==> config.mk <==
export PLATFORM = sky130hd
export DESIGN_NAME = otter_mem_port
export DESIGN_NICKNAME = d
export VERILOG_FILES = /design/src/rtl/otter_mem_pkg.sv /design/src/rtl/otter_mem_port_lane.sv /design/src/rtl/otter_mem_port.sv
export SDC_FILE = /design/constraint.sdc
export NUM_CORES = 1
export LEC_CHECK = 0
export BUFFER_PORTS_ARGS = -buffer_cell sky130_fd_sc_hd__buf_2
export CAP_MARGIN = 20
export CORE_ASPECT_RATIO = 1.2
export CORE_MARGIN = 2
export CORE_UTILIZATION = 44
export CTS_CLUSTER_DIAMETER = 60
export DETAILED_ROUTE_END_ITERATION = 12
export PLACE_DENSITY = 0.82
export SKIP_CTS_REPAIR_TIMING = 1
export SYNTH_ARGS = -nofsm -noshare
export SYNTH_HDL_FRONTEND = slang
export SYNTH_SLANG_ARGS = --single-unit
==> constraint.sdc <==
create_clock -name CLK -period 1.5 [get_ports CLK]
set_input_delay 0.375 -clock CLK [delete_from_list [all_inputs] [get_ports CLK]]
set_output_delay 0.375 -clock CLK [all_outputs]
set_load 0.1 [all_outputs]
==> src/rtl/otter_mem_pkg.sv <==
`default_nettype none
// ============================================================================
// Package  : otter_mem_pkg
// Purpose  : Shared memory-stage types, opcodes and the alignment helper.
// Revision : 1.0
// ============================================================================
package otter_mem_pkg;

  typedef enum logic [1:0] {
    BYTE = 2'd0,
    HALF = 2'd1,
    WORD = 2'd2
  } mem_size_t;

  typedef enum logic [1:0] {
    IDLE = 2'd0,
    WAIT = 2'd1,
    DONE = 2'd2
  } mem_state_t;

  localparam logic [6:0] c_OP_LOAD  = 7'b0000011;
  localparam logic [6:0] c_OP_STORE = 7'b0100011;

  // Size code 3 is treated as a word everywhere.
  function automatic logic f_misaligned(input logic [1:0] size, input logic [1:0] off);
    case (size)
      BYTE:    return 1'b0;
      HALF:    return off[0];
      default: return (off != 2'b00);
    endcase
  endfunction

endpackage
`default_nettype wire

==> src/rtl/otter_mem_port_lane.sv <==
`default_nettype none
// ============================================================================
// Module   : mem_lane_align
// Purpose  : Byte-enable / store-lane replication and load extract/extend.
// Revision : 1.0
// ============================================================================
module mem_lane_align
  import otter_mem_pkg::*;
(
  input  logic [1:0]  i_st_size,
  input  logic [1:0]  i_st_off,
  input  logic [31:0] i_din,
  input  logic [1:0]  i_ld_size,
  input  logic [1:0]  i_ld_off,
  input  logic        i_ld_unsigned,
  input  logic [31:0] i_rdata,
  output logic [3:0]  o_be,
  output logic [31:0] o_wdata,
  output logic [31:0] o_ld_data
);

  logic [7:0]  w_byte;
  logic [15:0] w_half;

  always_comb begin
    o_be    = 4'b1111;
    o_wdata = i_din;
    case (i_st_size)
      BYTE: begin
        o_be    = 4'b0001 << i_st_off;
        o_wdata = {4{i_din[7:0]}};
      end
      HALF: begin
        o_be    = 4'b0011 << {i_st_off[1], 1'b0};
        o_wdata = {2{i_din[15:0]}};
      end
      default: ;
    endcase
  end

  always_comb begin
    case (i_ld_off)
      2'd0:    w_byte = i_rdata[7:0];
      2'd1:    w_byte = i_rdata[15:8];
      2'd2:    w_byte = i_rdata[23:16];
      default: w_byte = i_rdata[31:24];
    endcase
    w_half = i_ld_off[1] ? i_rdata[31:16] : i_rdata[15:0];

    o_ld_data = i_rdata;
    case (i_ld_size)
      BYTE:    o_ld_data = {{24{~i_ld_unsigned & w_byte[7]}}, w_byte};
      HALF:    o_ld_data = {{16{~i_ld_unsigned & w_half[15]}}, w_half};
      default: ;
    endcase
  end

endmodule
`default_nettype wire

==> src/rtl/otter_mem_port.sv <==
`default_nettype none
// ============================================================================
// Module   : otter_mem_port
// Purpose  : OTTER memory-stage req/ack bus responder with stall and watchdog.
//            Define MEM_MISALIGN_EN to fault misaligned half/word accesses.
// Revision : 1.0
// ============================================================================
module otter_mem_port
  import otter_mem_pkg::*;
#(
  parameter int TIMEOUT = 255
) (
  input  logic        CLK,
  input  logic        RST_N,
  input  logic        MEM_READ2,
  input  logic        MEM_WRITE2,
  input  logic        MEM_SIGN,
  input  logic [1:0]  MEM_SIZE,
  input  logic [31:0] MEM_ADDR,
  input  logic [31:0] MEM_DIN,
  output logic [31:0] MEM_DOUT2,
  output logic        STALL,
  output logic        MEM_FAULT,
  output logic        BUS_REQ,
  output logic        BUS_WE,
  output logic [31:0] BUS_ADDR,
  output logic [3:0]  BUS_BE,
  output logic [31:0] BUS_WDATA,
  input  logic        BUS_ACK,
  input  logic [31:0] BUS_RDATA
);

  localparam int c_WD_W = (TIMEOUT < 1) ? 1 : $clog2(TIMEOUT + 1);
  localparam logic [c_WD_W-1:0] c_WD_LAST = c_WD_W'((TIMEOUT > 0) ? (TIMEOUT - 1) : 0);

  mem_state_t        r_state, w_next;
  logic [c_WD_W-1:0] r_wd_cnt;
  logic [1:0]        r_ld_size, r_ld_off;
  logic              r_ld_unsigned;
  logic              w_req, w_misalign, w_issue, w_ack, w_expire;
  logic [3:0]        w_be;
  logic [31:0]       w_wdata, w_ld_data;

  assign w_req = MEM_READ2 | MEM_WRITE2;

`ifdef MEM_MISALIGN_EN
  assign w_misalign = f_misaligned(MEM_SIZE, MEM_ADDR[1:0]);
`else
  assign w_misalign = 1'b0;
`endif

  assign w_issue  = (r_state == IDLE) & w_req & ~w_misalign;
  assign w_ack    = (r_state == WAIT) & BUS_ACK;
  // ACK takes priority over a coincident expiry.
  assign w_expire = (TIMEOUT != 0) & (r_state == WAIT) & ~BUS_ACK & (r_wd_cnt == c_WD_LAST);
  assign BUS_REQ  = (r_state == WAIT);

  mem_lane_align u_lane (
    .i_st_size     (MEM_SIZE),
    .i_st_off      (MEM_ADDR[1:0]),
    .i_din         (MEM_DIN),
    .i_ld_size     (r_ld_size),
    .i_ld_off      (r_ld_off),
    .i_ld_unsigned (r_ld_unsigned),
    .i_rdata       (BUS_RDATA),
    .o_be          (w_be),
    .o_wdata       (w_wdata),
    .o_ld_data     (w_ld_data)
  );

  always_comb begin
    w_next = r_state;
    STALL  = 1'b0;
    case (r_state)
      IDLE: begin
        if (w_req) begin
          STALL  = 1'b1;
          w_next = w_misalign ? DONE : WAIT;
        end
      end
      WAIT: begin
        STALL = 1'b1;
        if (w_ack || w_expire) w_next = DONE;
      end
      DONE:    w_next = IDLE;
      default: w_next = IDLE;
    endcase
  end

  always_ff @(posedge CLK or negedge RST_N) begin
    if (!RST_N) begin
      r_state       <= IDLE;
      r_wd_cnt      <= '0;
      r_ld_size     <= 2'd0;
      r_ld_off      <= 2'd0;
      r_ld_unsigned <= 1'b0;
      BUS_WE        <= 1'b0;
      BUS_ADDR      <= 32'd0;
      BUS_BE        <= 4'd0;
      BUS_WDATA     <= 32'd0;
      MEM_DOUT2     <= 32'd0;
      MEM_FAULT     <= 1'b0;
    end else begin
      r_state   <= w_next;
      MEM_FAULT <= w_expire | ((r_state == IDLE) & w_req & w_misalign);
      if (w_issue) begin
        BUS_WE        <= MEM_WRITE2;
        BUS_ADDR      <= {MEM_ADDR[31:2], 2'b00};
        BUS_BE        <= w_be;
        BUS_WDATA     <= w_wdata;
        r_ld_size     <= MEM_SIZE;
        r_ld_off      <= MEM_ADDR[1:0];
        r_ld_unsigned <= MEM_SIGN;
        r_wd_cnt      <= '0;
      end else if ((r_state == WAIT) && !BUS_ACK) begin
        r_wd_cnt <= r_wd_cnt + 1'b1;
      end
      // Stores complete on ACK without touching the load result.
      if (w_ack && !BUS_WE) MEM_DOUT2 <= w_ld_data;
    end
  end

endmodule
`default_nettype wire
# After elaboration in Yosys (flattened, before gate mapping)
# Index checks and enable logic that the tools add are counted.
# word_totals
latchBits	0
wordCells	54
reg_bits	115
romBits	0
ram_bits	0
n_memories	0
# classes
n_mul	0
n_eq_ne	8
n_lt_le_gt_ge	0
bitwise	9
shift	2
n_mux	12
addsub	1
div_mod_pow	0
n_reduce_logical	11
# ops
cell	count
$pmux 32 s2	2
$pmux 8 s3	1
$mux 16	1
$mux 8	2
$add 8x1->8 const B	1
$eq 2x1->1 const B	4
$eq 8x8->1 const B	1
$logic_not 2->1	4
$pmux 4 s2	1
$and 1x1->1	6
$mux 2	2
$pmux 2 s2	1
$shl 1x2->4 const A	1
$shl 2x2->4 const A	1
$eq 2x2->1 const B	1
$logic_and 1x1->1	2
$logic_not 1->1	2
$ne 2x1->1 const B	1
$ne 2x2->1 const B	1
$not 1->1	2
$pmux 1 s2	1
$reduce_and 2->1	1
$reduce_bool 2->1	1
$logic_or 1x1->1	1
2 further kinds	2

# Logic depth before layout (Yosys ltp)
# logic_depth
word_depth	6
depth_mapped	6
mapped_depth_nobuf	5

# Modules after synthesis
# A second synthesis with hierarchy kept.
# hier_totals
cells_unflattened	462
hier_area_um2	5714.2
# by_module_without_submodules
module	area_each_um2	n_inst	cells_each
otter_mem_port	4430.5	1	280
mem_lane_align	1283.7	1	182

# Worst setup path after synthesis
# No wires, ideal clock.
# synth_timing
kind	register -> output
from	register r_state[1]
to	output port STALL
path_stages_with_launch	2
slack_ps	-585
arrival_time_ps	1710
path_buffers	0
required_time_ps	1125
path_cell_list	dfrtp_1 -> nor2_1
# synth_via
elab_chain_len	2
elab_cells_between_ends	3
classes_between	1 x eq/ne; 1 x mux; 1 x reduce/logical
# synth_rtl
element	line_no	text
start, declared	otter_mem_port.sv:36	mem_state_t r_state, w_next;
start signal, assigned	otter_mem_port.sv:104	r_state <= w_next;
$eq 2x1->1 or $logic_not 2->1 (tied branches)	otter_mem_port.sv:74	case (r_state)
$pmux 1 s2 *	otter_mem_port.sv:74	
end, declared	otter_mem_port.sv:22	output logic STALL,
# Every way passes the cells marked *; elsewhere a longest branch is shown, timed or not.

# Worst setup path in the final report
# layout_timing
from	register r_state[0]
to	output port BUS_REQ
# layout_via
elab_chain_len	1
# layout_rtl
element	line_no	text
$eq 2x1->1	otter_mem_port.sv:56	assign BUS_REQ = (r_state == WAIT);
end, declared	otter_mem_port.sv:24	output logic BUS_REQ,
# No other way between the ends.

==> flow_summary_export.csv <==
group,metric,value,unit
run_status,status,"finished with violations",
run_status,violations,"setup timing",
logic_synthesis,synth-seq-area-share,54.1,%
logic_synthesis,netlist_instances,579,
critical_path,r2r_start,"r_state[0]$_DFFE_PN0P_",
critical_path,crit_type,"reg2out",
critical_path,critPathMaxFanout,4,
floorplanning,num_rows,44,
route,wl_met1,5700,um
clock_network,cts_made_buffers,17,
timing,slew_violations,0,
floorplanning,die_h,124,um
timing,fin_skew,0.00910,ns
floorplanning,die_w,104,um
floorplanning,core_area,0.0119,mm2
route,final_antenna_net_count,0,
timing,finalSetupTns,-0.248,ns
min_path,hold_start,"MEM_ADDR[17]",
critical_path,end_kind,"primary output",
logic_synthesis,synth-seq-cells,115,
route,post_drt_wl_per_cell,15.0,um
route,via_per_inst,5.02,
logic_synthesis,syn_area,0.00532,mm2
route,dr_wl_met3,982,um
timing,rsz0062_at_grt,"yes",
clock_network,worstSkewPairLatency,0.40,ns
route,drt_first_pass_iters,4,
critical_path,r2r_cells,6,
grt,grt_max_degree,57,
placed_design,io_buffers,205,
clock_network,root_buffer,"clkbuf_16",
logic_synthesis,synth_cell_type_count,46,
clock_network,path_clk_slew,0.06,ns
floorplanning,io_pins,208,
route,totalWireLength,14700,um
timing,fin_ws,-0.147,ns
critical_path,worstPathRequired,1.12,ns
critical_path,arrival,1.27,ns
logic_synthesis,synth_edf_count,0,
placed_design,dpl.hpwl,10500,um
timing,period_minus_slack,1.65,ns
logic_synthesis,avgSynthCellArea,9.19,um2
route,drc,0,
clock_network,cts_sinks,115,
timing,finalCritPeriodShare,110,%
clock_network,clk_path_buf_depth,2,
critical_path,start_kind,"register",
min_path,hold_end,"BUS_ADDR[17]$_DFFE_PN0P_",
route,highest_layer,"met4",
timing,finalSetupViolCount,4,
floorplanning,die-area,0.0130,mm2
route,vias,4924,
cells_and_area,drive_above_1_share,36.9,%
cells_and_area,area_growth,46.4,%
cells_and_area,diodes,0,
run,cap_viol_max_count,0,
grt,grt-ovfl-total,0,
critical_path,reg2reg_to,"MEM_DOUT2[18]$_DFFE_PN0P_",
clock_network,cts_tree,"yes",
clock_network,htreeDepth,4,
cells_and_area,utilization,65.3,%
grt,grt_pass1_wl,23600,um
min_path,hold-path-cell-count,3,
logic_synthesis,ys_warn_count,0,
timing,max_freq,0.607,GHz
floorplanning,start_util,44.6,%
logic_synthesis,yosys_most_used_dff,"dfrtp_1",
grt,antenna_found_initial,0,
grt,grtUsageTotal,22.7,%
route,dr_wl_met2,7750,um
grt,first_global_vias,4751,
cells_and_area,layout.nets,912,
timing,hold_violations,0,
route,drt_iter0_drc,196,
critical_path,r2r_setup_slack,0,ns
min_path,min_path_type,"in2reg",
placed_design,pre_cts_slack,-0.0913,ns
placed_design,gp_congestion,0.846,
logic_synthesis,async_flop_share,100,%
==> cells in the final DEF, fill, tap and decap left out, types with 6 or more instances in the layout <==
master	synthesis	layout
clkbuf_16	0	17
dfrtp_1	115	113
buf_4	2	60
buf_2	21	102
a22oi_1	8	8
a21oi_2	11	11
a31oi_1	7	6
nand2_1	177	177
o21ai_0	42	34
buf_12	0	19
nor2_1	47	46
a21oi_1	29	28
o21ai_1	5	13
nor2b_1	7	7
mux2i_1	26	25
clkbuf_4	0	61
==> cell families after synthesis <==
family / share of synthesized area [%]
AO/OA/AOI/OAI: 14.1
XOR/XNOR: 0.658
adder cells (fa/ha/maj): 0.470
buffers and inverters: 3.74
flip-flops: 54.1
multiplexers: 5.31
other: 0.0704
AND/OR/NAND/NOR: 21.6
==> area by class of cell <==
class                   count  area, um2
fillers                   958       4150
flip-flops and latches    115       2880
multi-input cells         425       2320
repair buffers            244       1820
clock buffers              22        454
well taps                 161        201
clock inverters            10        109
inverters                   3       11.3
==> critical path, cell delays in order (launching register included) <==
cell and delay, ns:
dfrtp_1 0.41, nor2b_4 0.19, buf_6 0.11, buf_12 0.16
==> stage by stage <==
stage	hold slack, ns	cells	instance area, um2
global placement	0.229	941	6890
finish	0.163	980	7800
global route	0.154	980	7800
detailed placement	0.231	941	6890
floorplan	0.0794	580	5360
CTS	-0.202	973	7460
==> registers in the layout, indices dropped and copies added (netlist names) <==
signal,flops
BUS_WDATA,32
BUS_BE,4
BUS_ADDR,30
r_ld_unsigned,1
r_ld_off,2
MEM_FAULT,1
r_wd_cnt,8
MEM_DOUT2,32
r_ld_size,2
BUS_WE,1
r_state,2
==> worst max path at each step <==
stage          slack, ns  cells after the start                         to              startpoint
2_1_floorplan      -0.37                      5  MEM_DOUT2[20]$_DFFE_PN0P_  r_state[1]$_DFFE_PN0P_
3_3_place_gp       -0.03                      7  MEM_DOUT2[30]$_DFFE_PN0P_           BUS_RDATA[31]
3_5_place_dp       -0.09                      7  MEM_DOUT2[18]$_DFFE_PN0P_           BUS_RDATA[31]
4_1_cts            -0.23                      3                    BUS_REQ  r_state[1]$_DFFE_PN0P_
5_1_grt            -0.20                      3                    BUS_REQ  r_state[0]$_DFFE_PN0P_
6_report           -0.15                      3                    BUS_REQ  r_state[0]$_DFFE_PN0P_
==> per-layer routing <==
layer | up-vias | track usage, %
li1 | 2386 | -
met1 | 2325 | 26.7
met2 | 192 | 40.3
met3 | 21 | 6.17
met4 | 0 | 6.76
met5 | - | 0
==> Yosys cell counts, drive strengths merged (2+ instances only) <==
master	count	share of area, %
a211oi	2	0.38
dfrtp	115	54
nor3b	4	0.75
o21ai	48	4.6
a21o	5	0.71
nand3	5	0.47
mux2	2	0.42
buf	25	2.7
a31oi	7	0.82
xor2	3	0.49
a22oi	8	1.1
nand2b	3	0.35
and3b	2	0.33
and3	2	0.23
inv	3	0.21
a211o	5	0.82
nand4	4	0.47
and2	2	0.23
nand3b	6	1.1
o21a	2	0.28
nor2b	8	1.1
mux2i	26	4.9
clkbuf	12	0.85
nor2	48	3.4
nor3	3	0.28
a22o	3	0.49
nand2	177	12
ha	2	0.47
a21oi	40	4.5
Power is not shown: default switching activity piles up to over one toggle a cycle in this logic, so the estimate is an artifact.
